### config.mk
export PLATFORM = sky130hd
export DESIGN_NAME = pq_arbiter_flat
export DESIGN_NICKNAME = d
export VERILOG_FILES = /design/src/rtl/pq_pkg.sv /design/src/rtl/pq_arbiter_if.sv /design/src/rtl/pq_arbiter.sv /design/src/flat_wrapper.sv
export SDC_FILE = /design/constraint.sdc
export NUM_CORES = 1
export LEC_CHECK = 0
export CAP_MARGIN = 25
export CORE_UTILIZATION = 45
export DETAILED_ROUTE_END_ITERATION = 10
export GPL_ROUTABILITY_DRIVEN = 1
export PLACE_DENSITY = 0.84
export SLEW_MARGIN = 20
export SYNTH_ARGS = -nofsm -noshare
export SYNTH_HDL_FRONTEND = slang
export SYNTH_SLANG_ARGS = --single-unit
### constraint.sdc
create_clock -name clk -period 5.7 [get_ports clk]
set_input_delay 0.855 -clock clk [delete_from_list [all_inputs] [get_ports clk]]
set_output_delay 0.855 -clock clk [all_outputs]
set_load 0.02 [all_outputs]
### src/rtl/pq_pkg.sv
// Shared HWPQ entry types: <key,value> entry, empty marker and capacity.
// Used by the arbiter, its interface and any HWPQ implementation.
package pq_pkg;

    localparam int KEY_WIDTH   = 8;
    localparam int VAL_WIDTH   = 8;
    localparam int PQ_CAPACITY = 8;

    typedef struct packed {
        logic [KEY_WIDTH-1:0] key;
        logic [VAL_WIDTH-1:0] value;
    } kv_t;

    localparam kv_t KV_EMPTY = '{key: '1, value: '0};

endpackage

### src/rtl/pq_arbiter_if.sv
// Bundle between NREQ requesters, the pq_arbiter and one HWPQ.
// master: arbiter view (drives ack/rsp_* and pq_* strobes/data);
// slave: client + PQ view (drives req_* and PQ status/head).
interface pq_arbiter_if #(
    parameter int NREQ = 4
);
    import pq_pkg::*;

    logic [NREQ-1:0]           req_enq;
    logic [NREQ-1:0]           req_deq;
    logic [NREQ*$bits(kv_t)-1:0] req_kv;
    logic [NREQ-1:0]           ack;
    kv_t                       rsp_kv;
    logic                      rsp_err;
    logic                      pq_enq;
    logic                      pq_deq;
    kv_t                       pq_kvin;
    kv_t                       pq_kvout;
    logic                      pq_busy;
    logic                      pq_empty;
    logic                      pq_full;

    modport master (
        input  req_enq, req_deq, req_kv,
        input  pq_kvout, pq_busy, pq_empty, pq_full,
        output ack, rsp_kv, rsp_err,
        output pq_enq, pq_deq, pq_kvin
    );

    modport slave (
        output req_enq, req_deq, req_kv,
        output pq_kvout, pq_busy, pq_empty, pq_full,
        input  ack, rsp_kv, rsp_err,
        input  pq_enq, pq_deq, pq_kvin
    );

endinterface

### src/rtl/pq_arbiter.sv
// Round-robin arbiter sharing one HWPQ among NREQ requesters, one command in flight.
// Ports: clk, rst (sync, active-high), bus (pq_arbiter_if.master: req_*, ack, rsp_*, pq_*).
// Optional macro PQ_ARB_REJECT_EN: ineligible requests are granted and acked with rsp_err=1.
module pq_arbiter
    import pq_pkg::*;
#(
    parameter int NREQ = 4
) (
    input  logic         clk,
    input  logic         rst,
    pq_arbiter_if.master bus
);

    localparam int PTR_W = $clog2(NREQ);
    localparam int KV_W  = $bits(kv_t);

    typedef enum logic [1:0] {
        S_IDLE,
        S_CMD,
        S_WAIT,
        S_ACK
    } state_t;

    state_t           state;
    state_t           state_nx;
    logic [PTR_W-1:0] ptr;
    logic [PTR_W-1:0] win_idx;
    logic [NREQ-1:0]  cand;
    logic             found;
    logic             win_enq;
    logic             grant;
    logic             op_enq;
    kv_t              kv_cap;

    logic [NREQ-1:0]  ack_q, ack_d;
    kv_t              rsp_kv_q, rsp_kv_d;
    logic             rsp_err_q, rsp_err_d;
    logic             pq_enq_q, pq_enq_d;
    logic             pq_deq_q, pq_deq_d;
    kv_t              pq_kvin_q, pq_kvin_d;

    // Candidates for the round-robin scan; enq has priority over deq
    // from the same requester.
    always_comb begin
        cand = '0;
        for (int i = 0; i < NREQ; i++) begin
`ifdef PQ_ARB_REJECT_EN
            cand[i] = bus.req_enq[i] | bus.req_deq[i];
`else
            cand[i] = bus.req_enq[i] ? !bus.pq_full
                                     : (bus.req_deq[i] & !bus.pq_empty);
`endif
        end
    end

    // First candidate after ptr, wrapping; ptr itself is checked last.
    always_comb begin
        found   = 1'b0;
        win_idx = ptr;
        for (int k = 1; k <= NREQ; k++) begin
            if (!found && cand[(int'(ptr) + k) % NREQ]) begin
                found   = 1'b1;
                win_idx = PTR_W'((int'(ptr) + k) % NREQ);
            end
        end
    end

    assign win_enq = bus.req_enq[win_idx];
    assign grant   = (state == S_IDLE) && !bus.pq_busy && found;

`ifdef PQ_ARB_REJECT_EN
    logic win_rej;
    assign win_rej = win_enq ? bus.pq_full : bus.pq_empty;
`endif

    always_ff @(posedge clk) begin
        if (rst) begin
            state <= S_IDLE;
        end else begin
            state <= state_nx;
        end
    end

    always_comb begin
        state_nx = state;
        case (state)
            S_IDLE: begin
                if (grant) begin
`ifdef PQ_ARB_REJECT_EN
                    state_nx = win_rej ? S_ACK : S_CMD;
`else
                    state_nx = S_CMD;
`endif
                end
            end
            S_CMD:   state_nx = S_WAIT;
            S_WAIT:  if (!bus.pq_busy) state_nx = S_ACK;
            S_ACK:   state_nx = S_IDLE;
            default: state_nx = S_IDLE;
        endcase
    end

    // Outputs are registered, so their next values follow the transition.
    always_comb begin
        ack_d     = '0;
        pq_enq_d  = 1'b0;
        pq_deq_d  = 1'b0;
        pq_kvin_d = pq_kvin_q;
        rsp_kv_d  = rsp_kv_q;
        rsp_err_d = 1'b0;
        case (state)
            S_IDLE: begin
                if (state_nx == S_CMD) begin
                    pq_enq_d  = win_enq;
                    pq_deq_d  = !win_enq;
                    pq_kvin_d = bus.req_kv[int'(win_idx)*KV_W +: KV_W];
                end
                if (state_nx == S_ACK) begin
                    ack_d     = NREQ'(1) << win_idx;
                    rsp_err_d = 1'b1;
                end
            end
            S_WAIT: begin
                if (state_nx == S_ACK) begin
                    ack_d = NREQ'(1) << ptr;
                    if (!op_enq) rsp_kv_d = kv_cap;
                end
            end
            default: ;
        endcase
    end

    always_ff @(posedge clk) begin
        if (rst) begin
            ptr       <= PTR_W'(NREQ - 1);
            op_enq    <= 1'b0;
            kv_cap    <= KV_EMPTY;
            ack_q     <= '0;
            rsp_kv_q  <= KV_EMPTY;
            rsp_err_q <= 1'b0;
            pq_enq_q  <= 1'b0;
            pq_deq_q  <= 1'b0;
            pq_kvin_q <= KV_EMPTY;
        end else begin
            ack_q     <= ack_d;
            rsp_kv_q  <= rsp_kv_d;
            rsp_err_q <= rsp_err_d;
            pq_enq_q  <= pq_enq_d;
            pq_deq_q  <= pq_deq_d;
            pq_kvin_q <= pq_kvin_d;
            if (grant) begin
                ptr    <= win_idx;
                op_enq <= win_enq;
            end
            // Head is the entry being removed while the deq strobe is high.
            if (state == S_CMD && pq_deq_q) begin
                kv_cap <= bus.pq_kvout;
            end
        end
    end

    assign bus.ack     = ack_q;
    assign bus.rsp_kv  = rsp_kv_q;
    assign bus.rsp_err = rsp_err_q;
    assign bus.pq_enq  = pq_enq_q;
    assign bus.pq_deq  = pq_deq_q;
    assign bus.pq_kvin = pq_kvin_q;

endmodule
### src/flat_wrapper.sv
// flat-port wrapper written by rule: the top's interface ports become plain ports
module pq_arbiter_flat import pq_pkg::*;
#(
    parameter int NREQ = 4
)
  (clk, rst, bus_req_enq, bus_req_deq, bus_req_kv, bus_pq_kvout, bus_pq_busy, bus_pq_empty, bus_pq_full, bus_ack, bus_rsp_kv, bus_rsp_err, bus_pq_enq, bus_pq_deq, bus_pq_kvin);
  pq_arbiter_if #(.NREQ(NREQ)) bus_i ();
  input  logic clk;
  input  logic rst;
  input wire logic [$bits(bus_i.req_enq)-1:0] bus_req_enq;
  input wire logic [$bits(bus_i.req_deq)-1:0] bus_req_deq;
  input wire logic [$bits(bus_i.req_kv)-1:0] bus_req_kv;
  input wire logic [$bits(bus_i.pq_kvout)-1:0] bus_pq_kvout;
  input wire logic [$bits(bus_i.pq_busy)-1:0] bus_pq_busy;
  input wire logic [$bits(bus_i.pq_empty)-1:0] bus_pq_empty;
  input wire logic [$bits(bus_i.pq_full)-1:0] bus_pq_full;
  output wire logic [$bits(bus_i.ack)-1:0] bus_ack;
  output wire logic [$bits(bus_i.rsp_kv)-1:0] bus_rsp_kv;
  output wire logic [$bits(bus_i.rsp_err)-1:0] bus_rsp_err;
  output wire logic [$bits(bus_i.pq_enq)-1:0] bus_pq_enq;
  output wire logic [$bits(bus_i.pq_deq)-1:0] bus_pq_deq;
  output wire logic [$bits(bus_i.pq_kvin)-1:0] bus_pq_kvin;
  assign bus_i.req_enq = bus_req_enq;
  assign bus_i.req_deq = bus_req_deq;
  assign bus_i.req_kv = bus_req_kv;
  assign bus_i.pq_kvout = bus_pq_kvout;
  assign bus_i.pq_busy = bus_pq_busy;
  assign bus_i.pq_empty = bus_pq_empty;
  assign bus_i.pq_full = bus_pq_full;
  assign bus_ack = bus_i.ack;
  assign bus_rsp_kv = bus_i.rsp_kv;
  assign bus_rsp_err = bus_i.rsp_err;
  assign bus_pq_enq = bus_i.pq_enq;
  assign bus_pq_deq = bus_i.pq_deq;
  assign bus_pq_kvin = bus_i.pq_kvin;
  pq_arbiter #(.NREQ(NREQ)) u_core (.clk(clk), .rst(rst), .bus(bus_i));
endmodule
# After elaboration in Yosys (flattened, before gate mapping)
# Index checks and enable logic that the tools add are counted.
# word_totals
out_inout_bits	39
regBits	60
elab_cells	96
# op_classes
n_bitwise	11
magnitude_cmp	5
muxes	33
eq_ne	5
shift	3
n_addsub	4
n_reduce_logical	22
# op_table
op	count
$shiftx A64 B7 Y16	1
$mux W1	18
$lt A3 B4 Y1 const B	4
$mux W2	6
$bmux W1 S2	5
$reduce_or A2 Y1	5
$mux W4	2
$pmux W2 S4	1
$pmux W4 S2	1
$shl A1 B2 Y4 const A	2
$logic_not A1 Y1	7
$eq A2 B2 Y1 const B	3
$logic_and A1 B1 Y1	6
$add A2 B1 Y2 const B	2
$add A2 B2 Y2 const B	2
$and A1 B1 Y1	4
$and A1 B1 Y1 const A	4
$eq A2 B1 Y1 const B	2
$lt A2 B3 Y1 const B	1
$not A1 Y1	3
$reduce_and A3 Y1	1
$reduce_or A3 Y1	1
$logic_not A2 Y1	1
$reduce_and A2 Y1	1

# Longest topological paths before layout
# logic_depth
depth_word	22
mapped_depth	11
mapped_depth_nobuf	7

# Worst setup path after synthesis
# Ideal clock, no wire load.
# synth_path
path_kind	input-to-reg
start	in bus_pq_empty
end	reg u_core.op_enq
n_path_buf	0
setup_slack_ns	2.549
t_required_ns	5.613
arrival_time_ns	3.064
cell_stages	7
path_cell_list	or3b_1 > and2_1 > mux4_2 > o21a_4 > xnor2_4 > mux4_2 > o31ai_1
# synth_via
elab_chain_len	18
elab_cells_between_ends	38
cone_classes	26 x mux; 4 x bitwise; 8 x reduce/logical
# synth_lines
element	line	source
from (decl)	flat_wrapper.sv:15	input wire logic [$bits(bus_i.pq_empty)-1:0] bus_pq_empty;
$logic_not A1 Y1 *	pq_arbiter.sv:51	: (bus.req_deq[i] & !bus.pq_empty);
$and A1 B1 Y1	pq_arbiter.sv:51	
$mux W1	pq_arbiter.sv:50	cand[i] = bus.req_enq[i] ? !bus.pq_full
$bmux W1 S2	pq_arbiter.sv:61	if (!found && cand[(int'(ptr) + k) % NREQ]) begin
$mux W1 (not written as such) (2 in a row)	pq_arbiter.sv:61	
$mux W1	pq_arbiter.sv:61	
$logic_not A1 Y1	pq_arbiter.sv:61	
$logic_and A1 B1 Y1	pq_arbiter.sv:61	
$mux W1	pq_arbiter.sv:61	
$logic_not A1 Y1	pq_arbiter.sv:61	
$logic_and A1 B1 Y1	pq_arbiter.sv:61	
$mux W1	pq_arbiter.sv:61	
$logic_not A1 Y1	pq_arbiter.sv:61	
$logic_and A1 B1 Y1	pq_arbiter.sv:61	
$mux W2	pq_arbiter.sv:61	
$bmux W1 S2	pq_arbiter.sv:68	assign win_enq = bus.req_enq[win_idx];
$mux W1 (not written as such)	pq_arbiter.sv:68	
to (signal assigned)	pq_arbiter.sv:153	op_enq <= win_enq;
to (decl)	pq_arbiter.sv:32	logic op_enq;
# Mark *: on every way between the ends. The rest lies on a longest branch, timed or not. The select of a mux whose other input is x is not followed.
# A chain may end at the register's enable or synchronous reset.

# Worst setup path after layout
# layout_path
start	reg u_core.ptr[0]
end	reg u_core.op_enq
# layout_via
elab_chain_len	16
elab_cells_between_ends	33
cone_classes	4 x add/sub; 22 x mux; 7 x reduce/logical
# layout_lines
element	line	source
from (decl)	pq_arbiter.sv:26	logic [PTR_W-1:0] ptr;
from (signal assigned)	pq_arbiter.sv:135	ptr <= PTR_W'(NREQ - 1);
from (signal assigned)	pq_arbiter.sv:152	ptr <= win_idx;
$add A2 B1 Y2	pq_arbiter.sv:61, pq_arbiter.sv:63	
$bmux W1 S2	pq_arbiter.sv:61	
$mux W1 (not written as such) (2 in a row)	pq_arbiter.sv:61	
$mux W1	pq_arbiter.sv:61	
$logic_not A1 Y1	pq_arbiter.sv:61	
$logic_and A1 B1 Y1	pq_arbiter.sv:61	
$mux W1	pq_arbiter.sv:61	
$logic_not A1 Y1	pq_arbiter.sv:61	
$logic_and A1 B1 Y1	pq_arbiter.sv:61	
$mux W1	pq_arbiter.sv:61	
$logic_not A1 Y1	pq_arbiter.sv:61	
$logic_and A1 B1 Y1	pq_arbiter.sv:61	
$mux W2	pq_arbiter.sv:61	
$bmux W1 S2	pq_arbiter.sv:68	
$mux W1 (not written as such)	pq_arbiter.sv:68	
# Parallel ways exist; a longest one is shown, timed or not. The select of a mux whose other input is x is not followed.

==> impl_metrics.ini <==
[status]
outcome = completed

[floorplan]
die_area_sq_um = 7354
core_sq_um = 6794
ios = 132
rows = 30
start_util_pct = 46.46
die_y_um = 85.76
die_x_um = 85.76

[logic_synthesis]
synth_ff_type = dfxtp_1
syn_inst = 367
synth-edff-count = 0
ys_ff_latch = 60
syn_area_sq_um = 3157
ys_warn_count = 0
async_flop_share_pct = 0
yosysSeqAreaShare_pct = 38.05
synth.avg_cell_area_sq_um = 8.602
syn_nets = 467
ys_types = 40

[finish]
mostFrequentLayoutCells = clkdlybuf4s50_1, nand2_1, dfxtp_1, nor2_1, a21oi_1
antenna_cells = 0
drive_gt1_share_pct = 7.692
area_growth_syn_to_layout_pct = 48.95
final_common_cell = clkdlybuf4s50_1
nNetsFinal = 590

[global_route]
grt_max_degree = 43
grt_pass1_vias = 3098
antenna_found_initial = 0
overflow = 0
grt_pass1_wl_um = 13860
grt_usage_pct = 23.89

[route]
routed_wirelength_um = 8362
dr.first_iter.drc_count = 93
vias = 3073
topRoutingLayerUsed = met4
drc_errors = 0
ant_nets = 0
firstDrtPassIters = 4
wl_per_cell_um = 14.17
met3_length_um = 483
route.met2.wl_um = 4040
avgViaCountPerCell = 5.208
wl_met1_um = 3640

[power]
leakage_nw = 1.948
peakVddDrop_mv = 0.1302
cellPowerDensity_nw_per_um2 = 300.6

[sta]
finalHoldViolCount = 0
whs_ns = 0.4537
worst_pin_slew_ns = 1.005
slew_viol_final = 0
fmax_mhz = 220.8
maxSlewHeadroom_pct = 32.93
rsz0062_at_grt = false
setup-tns-final_ns = 0
clock_skew_ns = 0.01142
setup_viol = 0
finalCriticalPeriod_ns = 4.528
finalCritPeriodShare_pct = 79.44

[clock_tree]
cts_resized = 0
clkTransAtPathRegs_ns = 0.07
clock_path_buffers = 2
cts_sinks = 60
postCtsSetupBuffers = 0
cts_tree = built
hold_buffers = 0
clk-insertion-delay-late_ns = 0.33
numCtsBuffers = 9
root_buffer = clkbuf_8
h-tree-depth = 3

[job]
cap_violations = 0

[place]
place_congestion = 0.8463
hpwl_um = 6284
io_buffers = 131

[worst_setup_path]
cp_max_fo = 26
crit_required_ns = 5.95
cp.arrival_ns = 4.78
endpoint_kind = register
cp-start-kind = register
setup.worst_path.class = register to register

[min_path]
hold_path.class = register to register
synthesized netlist by cell type (4+ instances only):
| library cell | n | share of area, % |
|---|---|---|
| nand2_1 | 70 | 8.3 |
| dfxtp_1 | 60 | 38 |
| nor2_1 | 36 | 4.3 |
| a21oi_1 | 32 | 5.1 |
| inv_1 | 18 | 2.1 |
| mux2i_1 | 16 | 5.1 |
| clkbuf_1 | 12 | 1.4 |
| mux4_2 | 11 | 7.8 |
| a211o_1 | 10 | 2.8 |
| nor3_1 | 10 | 1.6 |
| nand2b_1 | 9 | 1.8 |
| nand3b_1 | 9 | 2.1 |
| a211oi_1 | 8 | 1.9 |
| a22o_1 | 8 | 2.2 |
| ha_1 | 7 | 2.8 |
| and2_1 | 5 | 0.99 |
| or2_2 | 5 | 0.99 |
| buf_2 | 4 | 0.63 |
| nor2b_1 | 4 | 0.79 |
state kept, by name, indices dropped and copies added, names as in the netlist:
signal and cells:
u_core.bus.rsp_kv 16, u_core.bus.ack 4, u_core.bus.rsp_err 1, u_core.bus.pq_deq 1, u_core.state 2, u_core.kv_cap 16, u_core.ptr 2, u_core.op_enq 1
u_core.bus.pq_enq 1, u_core.bus.pq_kvin 16
worst max-delay path: stages (launching register included):
cell,delay [ns]
dfxtp_1,0.99
inv_1,0.60
ha_1,0.52
mux4_1,0.60
o21a_4,0.20
xnor2_4,0.67
mux4_2,0.62
o31ai_1,0.22
layout make-up:
class | count | area [sq um]
multi-input cells | 268 | 1810
fillers | 548 | 2092
flip-flops and latches | 60 | 1201
repair buffers | 133 | 1326
clock buffers | 11 | 151.4
inverters | 18 | 67.56
clock inverters | 4 | 25.02
well taps | 96 | 120.1
through the flow:
stage | power (mW) | util (%) | instance area (sq um) | instances | worst slack, ns
5_1_grt | 1.494 | 69.21 | 4702 | 590 | 0.8994
2_1_floorplan | 0.8872 | - | 3157 | 367 | 2.549
6_report | 1.413 | 69.21 | 4702 | 590 | 1.172
3_5_place_dp | 1.076 | 66.43 | 4513 | 575 | 1.244
3_3_place_gp | 1.060 | 66.43 | 4513 | 575 | 1.385
4_1_cts | 1.419 | 69.02 | 4690 | 590 | 1.183
cell families after synthesis:
| kind of cell | Yosys count | synth area share [%] |
|---|---|---|
| DFF | 60 | 38.05 |
| xor gates and xnor gates | 1 | 0.8721 |
| adders and majority gates | 7 | 2.774 |
| muxes | 28 | 13.75 |
| AOI/OAI and AO/OA | 74 | 16.05 |
| buffers and inverters | 39 | 5.390 |
| and+or+nand+nor | 158 | 23.11 |
metal layers:
layer | global-route usage, % | vias to the layer above
met2 | 40.22 | 119
met4 | 10.30 | 0
li1 | - | 1521
met3 | 5.005 | 17
met1 | 29.70 | 1416
met5 | 0 | -
report_power, final:
| group | leakage (nW) | internal (mW) | switching [mW] |
|---|---|---|---|
| sequential | 0.488 | 0.467 | 0.0366 |
| combinational | 1.37 | 0.287 | 0.280 |
| clock | 0.0872 | 0.177 | 0.165 |
| total | 1.95 | 0.932 | 0.481 |
path summary, 6_finish.rpt:
kind | startpoint | end | slack, ns | cells after the start
setup / recovery | u_core.ptr[0] | u_core.op_enq | 1.17 | 7
hold reg to reg | u_core.kv_cap[7] | u_core.kv_cap[7] | 0.45 | 2
hold / removal | u_core.kv_cap[7] | u_core.kv_cap[7] | 0.45 | 2
setup reg to reg | u_core.ptr[0] | u_core.op_enq | 1.17 | 7
(Power assumes the default switching activity.)
